File: src/rtl/edge_gradient_h.sv
// Horizontal edge-gradient stage: RGB444 -> 4-bit grey, thresholded central
// difference along the line, replicated into the low nibble of each byte lane.
module edge_gradient_h #(
  parameter int unsigned IMG_WIDTH = 640,
  parameter logic [3:0]  THRESH    = 4'd2
) (
  input  logic        clock_clk,
  input  logic        reset,
  input  logic [11:0] data_in,
  input  logic        sop_in,
  input  logic        eop_in,
  input  logic        valid_in,
  output logic        ready_out,
  output logic [23:0] data_out,
  output logic        sop_out,
  output logic        eop_out,
  output logic        valid_out,
  input  logic        ready_in
);

  localparam int unsigned COL_W = (IMG_WIDTH > 2) ? $clog2(IMG_WIDTH) : 1;
  localparam logic [COL_W-1:0] LAST_COL = COL_W'(IMG_WIDTH - 1);

  typedef enum logic [1:0] {
    IDLE  = 2'd0,
    HOLD  = 2'd1,
    FLUSH = 2'd2
  } state_t;

  state_t           state, state_nxt;
  logic [3:0]       prev, prev_nxt;
  logic [3:0]       cur, cur_nxt;
  logic [COL_W-1:0] col, col_nxt;
  logic             sop_pend, sop_pend_nxt;
  logic             eop_pend, eop_pend_nxt;
  logic [23:0]      data_nxt;
  logic             sop_nxt, eop_nxt, valid_nxt;

  logic             out_free;
  logic             accept;
  logic [3:0]       grey;

  // (R + 2G + B) / 4 on a 6-bit sum
  function automatic logic [3:0] to_grey(input logic [11:0] px);
    logic [5:0] sum;
    sum = 6'(px[11:8]) + 6'({px[7:4], 1'b0}) + 6'(px[3:0]);
    return sum[5:2];
  endfunction

  // |a - b| with small magnitudes suppressed
  function automatic logic [3:0] grad(input logic [3:0] a, input logic [3:0] b);
    logic signed [4:0] diff;
    logic signed [4:0] absd;
    logic [3:0]        m;
    diff = $signed({1'b0, a}) - $signed({1'b0, b});
    absd = diff[4] ? -diff : diff;
    m    = absd[3:0];
    return (m < THRESH) ? 4'd0 : m;
  endfunction

  function automatic logic [23:0] lanes(input logic [3:0] m);
    return {4'h0, m, 4'h0, m, 4'h0, m};
  endfunction

  assign out_free  = !valid_out || ready_in;
  assign ready_out = !reset && (state != FLUSH) && out_free;
  assign accept    = valid_in && ready_out;
  assign grey      = to_grey(data_in);

  // State and datapath registers
  always_ff @(posedge clock_clk) begin
    if (reset) begin
      state     <= IDLE;
      prev      <= 4'd0;
      cur       <= 4'd0;
      col       <= '0;
      sop_pend  <= 1'b0;
      eop_pend  <= 1'b0;
      data_out  <= 24'd0;
      sop_out   <= 1'b0;
      eop_out   <= 1'b0;
      valid_out <= 1'b0;
    end else begin
      state     <= state_nxt;
      prev      <= prev_nxt;
      cur       <= cur_nxt;
      col       <= col_nxt;
      sop_pend  <= sop_pend_nxt;
      eop_pend  <= eop_pend_nxt;
      data_out  <= data_nxt;
      sop_out   <= sop_nxt;
      eop_out   <= eop_nxt;
      valid_out <= valid_nxt;
    end
  end

  // Next-state, line tracking and output-beat generation
  always_comb begin
    state_nxt    = state;
    prev_nxt     = prev;
    cur_nxt      = cur;
    col_nxt      = col;
    sop_pend_nxt = sop_pend;
    eop_pend_nxt = eop_pend;
    data_nxt     = data_out;
    sop_nxt      = sop_out;
    eop_nxt      = eop_out;
    valid_nxt    = valid_out && !ready_in;

    case (state)
      IDLE, HOLD: begin
        if (accept) begin
          if ((col == '0) || sop_in) begin
            // first pixel of a line; a mid-line sop discards the held pixel
            prev_nxt     = grey;
            cur_nxt      = grey;
            sop_pend_nxt = sop_in;
            eop_pend_nxt = eop_in;
            if (eop_in) begin
              col_nxt   = '0;
              state_nxt = FLUSH;
            end else begin
              col_nxt   = COL_W'(1);
              state_nxt = HOLD;
            end
          end else begin
            data_nxt     = lanes(grad(grey, prev));
            sop_nxt      = sop_pend;
            eop_nxt      = 1'b0;
            valid_nxt    = 1'b1;
            sop_pend_nxt = 1'b0;
            prev_nxt     = cur;
            cur_nxt      = grey;
            if ((col == LAST_COL) || eop_in) begin
              eop_pend_nxt = eop_in;
              col_nxt      = '0;
              state_nxt    = FLUSH;
            end else begin
              col_nxt = col + COL_W'(1);
            end
          end
        end
      end
      FLUSH: begin
        if (out_free) begin
          data_nxt     = lanes(grad(cur, prev));
          sop_nxt      = sop_pend;
          eop_nxt      = eop_pend;
          valid_nxt    = 1'b1;
          sop_pend_nxt = 1'b0;
          eop_pend_nxt = 1'b0;
          state_nxt    = IDLE;
        end
      end
      default: state_nxt = IDLE;
    endcase
  end

endmodule

File: config.mk
export PLATFORM = sky130hd
export DESIGN_NAME = edge_gradient_h
export DESIGN_NICKNAME = d
export VERILOG_FILES = /design/src/rtl/edge_gradient_h.sv
export SDC_FILE = /design/constraint.sdc
export NUM_CORES = 1
export LEC_CHECK = 0
export CORE_MARGIN = 2
export CORE_UTILIZATION = 52
export CTS_CLUSTER_DIAMETER = 200
export DETAILED_ROUTE_END_ITERATION = 8
export GPL_TIMING_DRIVEN = 0
export PLACE_DENSITY = 0.81
export RECOVER_POWER = 100
export SLEW_MARGIN = 20
export SYNTH_ARGS = -nofsm -noshare
export SYNTH_HDL_FRONTEND = slang
export SYNTH_SLANG_ARGS = --single-unit
File: constraint.sdc
create_clock -name clock_clk -period 3.9 [get_ports clock_clk]
set_input_delay 0.585 -clock clock_clk [delete_from_list [all_inputs] [get_ports clock_clk]]
set_output_delay 0.585 -clock clock_clk [all_outputs]
set_load 0.01 [all_outputs]
==> metrics.md, run 1 <==
| Metric | Value |
|---|---|
| Pwr dens | 382 mW/mm2 |
| Die height | 69.9 um |
| Crit-path max FO | 2 |
| Fraction of the mapped netlist area in adder cells | 0.136 |
| Area growth from synthesis to layout | 24.8% |
| Outcome | completed |
| Final net count | 373 |
| Post-synth EDFFs | 0 |
| Compound-cell area share of the yosys netlist | 0.220 |
| Fillers | 354 |
| Crit share post-route | 0.971 |
| Worst Hold Depth | 2 |
| Post-Synth XOR/XNOR Area | 0.0449 |
| Setup Skew | 0.00830 ns |
| Post-synthesis simple-gate area fraction | 0.210 |
| Critical path required time | 4.04 ns |
| HP Class | reg -> reg |
| Hold path endpoint | sop_pend |
| Worst R2R Path Depth | 10 |
| Largest family of logic cells by synthesized area | compound AO/OA/AOI/OAI gates |
| Gr ovfl total | 0 |
| Final WL | 5020 um |
| Starting Density | 0.553 |
| R2r setup slk | 1.50 ns |
| Ratio of cells with drive above 1 in the final layout | 0.143 |
| Async SR Flop Fraction | 0 |
| Synthesized flop and latch total | 29 |
| Port-buffer cells | 33 |
| CTS buffer count | 5 |
| Vias in the first global route | 2008 |
| Clock sink total | 29 |
| # DRC | 0 |
| Hold Startpoint | sop_pend |
| Avg WL per Cell | 13.0 um |
| Worst skew pair latency | 0.28 ns |
| Area taken by multi-input logic gates | 0.00146 mm2 |
| Core area | 0.00409 mm2 |
| P_leak | 0.00121 uW |
| Cells after synthesis | 279 |
| Pre-CTS setup slack | -0.467 ns |
| Drt pass-1 iters | 4 |
| CTS root buf | clkbuf_8 |
| First-pass GRT wire length | 8620 um |
| Reg2reg end | data_out[16] |
| Post-DP HPWL | 3730 um |
| Setup violations, final | 0 |
| Storage cell area | 581 um2 |
| Max VDD drop | 0.000184 V |
| First DRT Iteration DRCs | 116 |
| Clk slew on worst S/H paths | 0.06 ns |
| Die Area | 0.00489 mm2 |
| Total Routing Usage GR | 0.215 |
| PnR worst setup slack | 0.112 ns |
| Yosys top cell by area | dfxtp_1 |
| Antenna violations before repair | 0 |
| Yosys warnings | 0 |
| ANT cells | 0 |
| Die Wd | 69.9 um |
| CTS tree | done |
| Seq/Total Area, Yosys | 0.257 |
| # rows | 23 |
| Post-route ant nets | 0 |
| Post-synthesis mux area share | 0.00886 |
| Crit path DAT | 3.93 ns |
| Drt via density | 5.52 |
| Largest net degree at the start of global routing | 11 |
| # IOs | 46 |
| Top cells by area, synth | dfxtp_1, ha_1, buf_4, a21oi_1, fa_1 |
| Worst Tran Pin Value | 0.608 ns |
| Top_reg_cell synth | dfxtp_1 |
| Slew headroom | 0.595 |
| Fin Hold WS | 0.452 ns |
| Netlist cell types | 55 |
| Fin. Hold Viols | 0 |
| Mapped cell area | 0.00226 mm2 |
| Pins Over Slew Limit | 0 |
| Max-cap violations | 0 |
| CTS max path bufs | 2 |
| Top cell type's share of synthesized area | 0.257 |
| CP Capture Type | flop |
| Number of H-tree levels | 2 |
| Overall power | 1080 uW |
| Startpoint Class | input pin |
| Highest Clock Rate | 264 MHz |
| Tmin final | 3.79 ns |
| Avg Cell Area, Syn | 8.10 um2 |
| Crit Path Class | in -> reg |
| GPL Wtd Cong | 0.863 |
| Critical R2R Launch | prev[0] |
| Vias | 2125 |
-- metal layers --
| layer | GRT usage | vias up | wire length (um) |
|---|---|---|---|
| met5 | 0 | - | 0 |
| met4 | 0.0876 | 0 | 99 |
| met3 | 0.0620 | 13 | 379 |
| met2 | 0.374 | 90 | 2390 |
| met1 | 0.248 | 967 | 2150 |
| li1 | - | 1055 | - |
-- what timing repair did --
action,CTS,global route
endpoints found under the setup margin,1,2
hold buffers,0,0
pin swaps,10,8
setup buffers,3,1
resized for setup,13,4
-- state kept, by name, summed over array words and instances, names as in the netlist --
register	flops
sop_pend	1
eop_out	1
cur	4
state	2
valid_out	1
eop_pend	1
sop_out	1
prev	4
col	10
data_out	4
-- layout make-up --
type | instances | area share
plain buffers | 30 | 0.0684
clock buffers | 6 | 0.0257
clock inverters | 2 | 0.00355
inverters | 21 | 0.0280
multi-input cells | 210 | 0.518
flip-flops and latches | 29 | 0.206
well taps | 50 | 0.0222
repair buffers | 37 | 0.128
-- metrics by stage --
stage | cell area (um2) | TNS [ns] | std cells | util
final | 2820 | 0 | 385 | 0.690
after global routing | 2820 | -0.0127 | 385 | 0.690
after CTS | 2820 | 0 | 384 | 0.690
after detailed placement | 2690 | -0.970 | 373 | 0.659
after global placement | 2690 | -0.708 | 373 | 0.659
after floorplan | 2300 | 0 | 290 | -
-- logic make-up (layout without fill, tap and decap cells) --
family                     count (synthesis)  after routing
muxes                                      2              2
AOI/OAI and AO/OA                         73             73
and+or+nand+nor                           92             92
DFF                                       29             29
xor gates and xnor gates                  10             10
adders and majority gates                 21             21
other                                      1             12
buffers and inverters                     51             96
-- cell usage in the layout, fill, tap and decap left out, types with 3 or more instances in the layout --
master           count
nand2_1             29
dfxtp_1             29
a21oi_1             25
buf_4               24
nor2_1              21
inv_1               17
dlygate4sd3_1       17
ha_1                14
o21ai_0             12
conb_1              12
clkdlybuf4s50_1     10
clkbuf_1             9
xnor2_1              7
nand3b_1             6
nor3_1               6
fa_1                 6
a31oi_1              5
nand3_1              5
a211oi_1             5
clkbuf_8             5
a21o_1               4
inv_2                4
nor2b_1              4
nand2b_1             4
dlygate4sd2_1        4
and3_1               3
o211ai_1             3
-- power breakdown --
| group | switching [uW] | internal [uW] | total [uW] | leakage, uW |
|---|---|---|---|---|
| registers | 10.2 | 309 | 319 | 0.000235 |
| logic | 276 | 246 | 522 | 0.000930 |
| clock network | 113 | 123 | 236 | 0.0000450 |
| total | 399 | 678 | 1080 | 0.00121 |
-- how the worst max path moves through the flow --
stage                     startpoint            to  slack, ns  cells past startpoint
after floorplan           data_in[1]  data_out[16]       0.23                     14
after global placement    data_in[1]  data_out[16]      -0.39                     15
after CTS                 data_in[5]  data_out[16]      0.005                     14
after detailed placement  data_in[1]  data_out[16]      -0.47                     15
final                     data_in[9]  data_out[16]       0.11                     15
after global routing      data_in[9]  data_out[16]      -0.01                     15
-- synthesized netlist by cell type (all sizes together) (2+ instances only) --
cell type  number
o211ai          3
and2            2
nor2           22
nand2          29
o32ai           2
o21bai          2
or4             2
a21oi          26
mux2i           2
nand3           5
xor2            2
a31oi           7
a21o            4
nand2b          4
a211oi          5
and3            3
inv            21
o21ai          14
nor2b           4
xnor2           7
buf            23
ha             15
fa              6
nor3            6
nand3b          6
clkbuf          7
dfxtp          29
nor3b           2
-- critical path: stages --
cell and delay, ns:
dlygate4sd2_1 0.20, inv_2 0.04, fa_1 0.46, nand3b_1 0.20, fa_1 0.53, ha_1 0.18, inv_2 0.04, fa_1 0.52
inv_2 0.07, ha_4 0.16, nor2_4 0.12, a21oi_2 0.07, or4_4 0.52, o211ai_1 0.11, a31oi_1 0.10
(Power assumes the default switching activity.)
==> inputs of run 2 (changes only) <==
--- a/config.mk
+++ b/config.mk
@@ -5,12 +5,12 @@
 export SDC_FILE = /design/constraint.sdc
 export NUM_CORES = 1
 export LEC_CHECK = 0
+export ABC_CLOCK_PERIOD_IN_PS = 3900
 export CORE_MARGIN = 2
-export CORE_UTILIZATION = 52
+export CORE_UTILIZATION = 30
 export CTS_CLUSTER_DIAMETER = 200
 export DETAILED_ROUTE_END_ITERATION = 8
 export GPL_TIMING_DRIVEN = 0
-export PLACE_DENSITY = 0.81
 export RECOVER_POWER = 100
 export SLEW_MARGIN = 20
 export SYNTH_ARGS = -nofsm -noshare
==> metrics.md, run 2 (synthesis results as in run 1) <==
| Metric | Value |
|---|---|
| # IOs | 46 (unchanged) |
| CTS tree | done |
| Setup Skew | 0.00164 ns (-0.00666 ns) |
| Die Wd | 90.8 um (+30%) |
| GR Util met2 | 0.202 (-0.171) |
| ANT cells | 0 (unchanged) |
| Largest register FFs | 10 (unchanged) |
| GRT met1 Usage | 0.164 (-0.0831) |
| Slew headroom | 0.567 (-0.0281) |
| Max-cap violations | 0 (unchanged) |
| Clk slew on worst S/H paths | 0.06 ns (about the same) |
| Cell Chain, Critical Path | dlygate4sd3_1 > fa_1 > ha_1 > xnor2_1 > fa_1 > inv_2 > ha_4 > nor2_4 > a21oi_2 > or4_1 > o211ai_1 > a31oi_1 |
| Crit Path Class | in -> reg |
| Setup violations, final | 0 (unchanged) |
| Fin Hold WS | 0.457 ns (+0.00528 ns) |
| Most used cell, CP | fa_1 |
| Final net count | 373 (unchanged) |
| CTS Hold Buffers Added | 0 (unchanged) |
| Worst R2R Path Depth | 9 (-1) |
| RSZ-0062 raised after global routing | false |
| Highest Clock Rate | 268 MHz (+1.6%) |
| P_leak | 0.00120 uW (-1.3%) |
| R2r setup slk | 1.57 ns (+0.07 ns) |
| Setup_tns | 0 ns (unchanged) |
| First DRT Iteration DRCs | 79 (-32%) |
| CP endpoint | data_out[16] |
| Most frequent cells in the layout | nand2_1, dfxtp_1, a21oi_1, buf_4, nor2_1 |
| CTS root buf | clkbuf_8 |
| Crit share post-route | 0.956 (-0.0154) |
| Vias in the first global route | 1846 (-8.1%) |
| Reg2reg end | col[6] |
| Fin area | 0.00286 mm2 (+1.3%) |
| Post-DP HPWL | 3890 um (+4.4%) |
| Gr ovfl total | 0 (unchanged) |
| CTS max path bufs | 2 (unchanged) |
| Slowest CP cell | fa_1 |
| Worst Tran Pin Value | 0.650 ns (+0.0421 ns) |
| Avg WL per Cell | 11.7 um (-10%) |
| Largest reg by FF count | col |
| GPL Wtd Cong | 0.826 (-4.3%) |
| Pins Over Slew Limit | 0 (unchanged) |
| First-pass GRT wire length | 8530 um (-1.0%) |
| Worst Setup SP | data_in[3] |
| Clock sink total | 29 (unchanged) |
| CP peak stage delay | 0.57 ns (+0.04 ns) |
| Tmin final | 3.73 ns (-0.0599 ns) |
| Crit-path max FO | 4 (+2) |
| CP Capture Type | flop |
| # DRC | 0 (unchanged) |
| Crit path DAT | 3.87 ns (-0.06 ns) |
| Fin. Hold Viols | 0 (unchanged) |
| Vias | 2032 (-4.4%) |
| CTS buffer count | 5 (unchanged) |
| HP Class | reg -> reg |
| Core area | 0.00729 mm2 (+78%) |
| Port-buffer cells | 33 (unchanged) |
| Antenna violations before repair | 0 (unchanged) |
| Post-route ant nets | 0 (unchanged) |
| Pwr dens | 365 mW/mm2 (-4.4%) |
| Met3 GRT Util | 0.0367 (-0.0253) |
| Area growth from synthesis to layout | 26.4% |
| Die height | 90.8 um (+30%) |
| Starting Density | 0.310 (-0.243) |
| Largest net degree at the start of global routing | 11 (unchanged) |
| Outcome | completed |
| GRT busiest layer | met2 |
| Die Area | 0.00824 mm2 (+69%) |
| Final WL | 5070 um (+1.0%) |
| Drt via density | 4.68 (-15%) |
| Critical R2R Launch | col[0] |
| Dpl cell area | 0.00276 mm2 (+2.3%) |
| Drt pass-1 iters | 4 (unchanged) |
| Critical path required time | 4.04 ns (about the same) |
| Worst skew pair latency | 0.28 ns (about the same) |
| Overall power | 1040 uW (-3.2%) |
| Startpoint Class | input pin |
| Number of H-tree levels | 2 (unchanged) |
| Ratio of cells with drive above 1 in the final layout | 0.137 (-0.00597) |
| Max VDD drop | 0.000133 V (-28%) |
| # rows | 31 (+35%) |
| Total Routing Usage GR | 0.126 (-0.0893) |
| Fillers | 786 (+120%) |
-- run 2: cell types whose count changed in the layout (fill, tap and decap cells not counted), sizes merged --
cell           before  now
buf                25   24
clkbuf             15   17
clkdlybuf4s15       0    2
clkdlybuf4s50      10    9
dlygate4sd2         4    1
dlygate4sd3        17   18
-- run 2: layout make-up --
class	count	area, um2	share of cell area
plain buffers	30	191	0.0670
clock buffers	6	72.6	0.0254
clock inverters	2	10.0	0.00351
inverters	21	78.8	0.0276
multi-input cells	210	1440	0.504
flip-flops and latches	29	581	0.203
well taps	99	124	0.0434
repair buffers	37	359	0.126
-- run 2: worst min path at each step --
stage	slack, ns	startpoint	to	cells after the start
floorplan	0.43	sop_pend	sop_pend	2
global placement	0.44	sop_pend	sop_pend	2
detailed placement	0.45	prev[3]	prev[3]	2
CTS	0.46	prev[3]	prev[3]	2
global route	0.48	prev[3]	prev[3]	2
finish	0.46	sop_pend	sop_pend	2
-- run 2: what timing repair did --
action	in CTS	in global routing
hold endpoints to repair	0	0
setup buffers	3	1
pin swaps	10	10
resized for setup	13	8
endpoints found under the setup margin	1	2
-- run 2: metrics by stage --
step	utilization	setup slack (ns)	std cells
5_1_grt	0.392	0.0215	434
4_1_cts	0.395	0.00288	433
3_3_place_gp	0.378	-0.426	422
3_5_place_dp	0.378	-0.508	422
2_1_floorplan	-	0.229	290
6_report	0.392	0.172	434
-- run 2: power by group --
group	leakage (uW)	internal (uW)	switching (uW)
logic	0.000915	234	251
clock network	0.0000450	123	115
registers	0.000235	309	10.4
total	0.00120	666	376
-- run 2: layer usage --
layer | vias up | wire (um)
met1 | 915 | 2460
li1 | 1050 | -
met2 | 59 | 2260
met4 | 0 | 65
met5 | - | 0
met3 | 8 | 289
-- run 2: worst max-delay path: cells and delay by family --
| family | cells | cell delay, ns |
|---|---|---|
| buffers and inverters | 2 | 0.62 |
| and+or+nand+nor | 2 | 0.62 |
| xor gates and xnor gates | 1 | 0.22 |
| AOI/OAI and AO/OA | 3 | 0.26 |
| adders and majority gates | 4 | 1.56 |
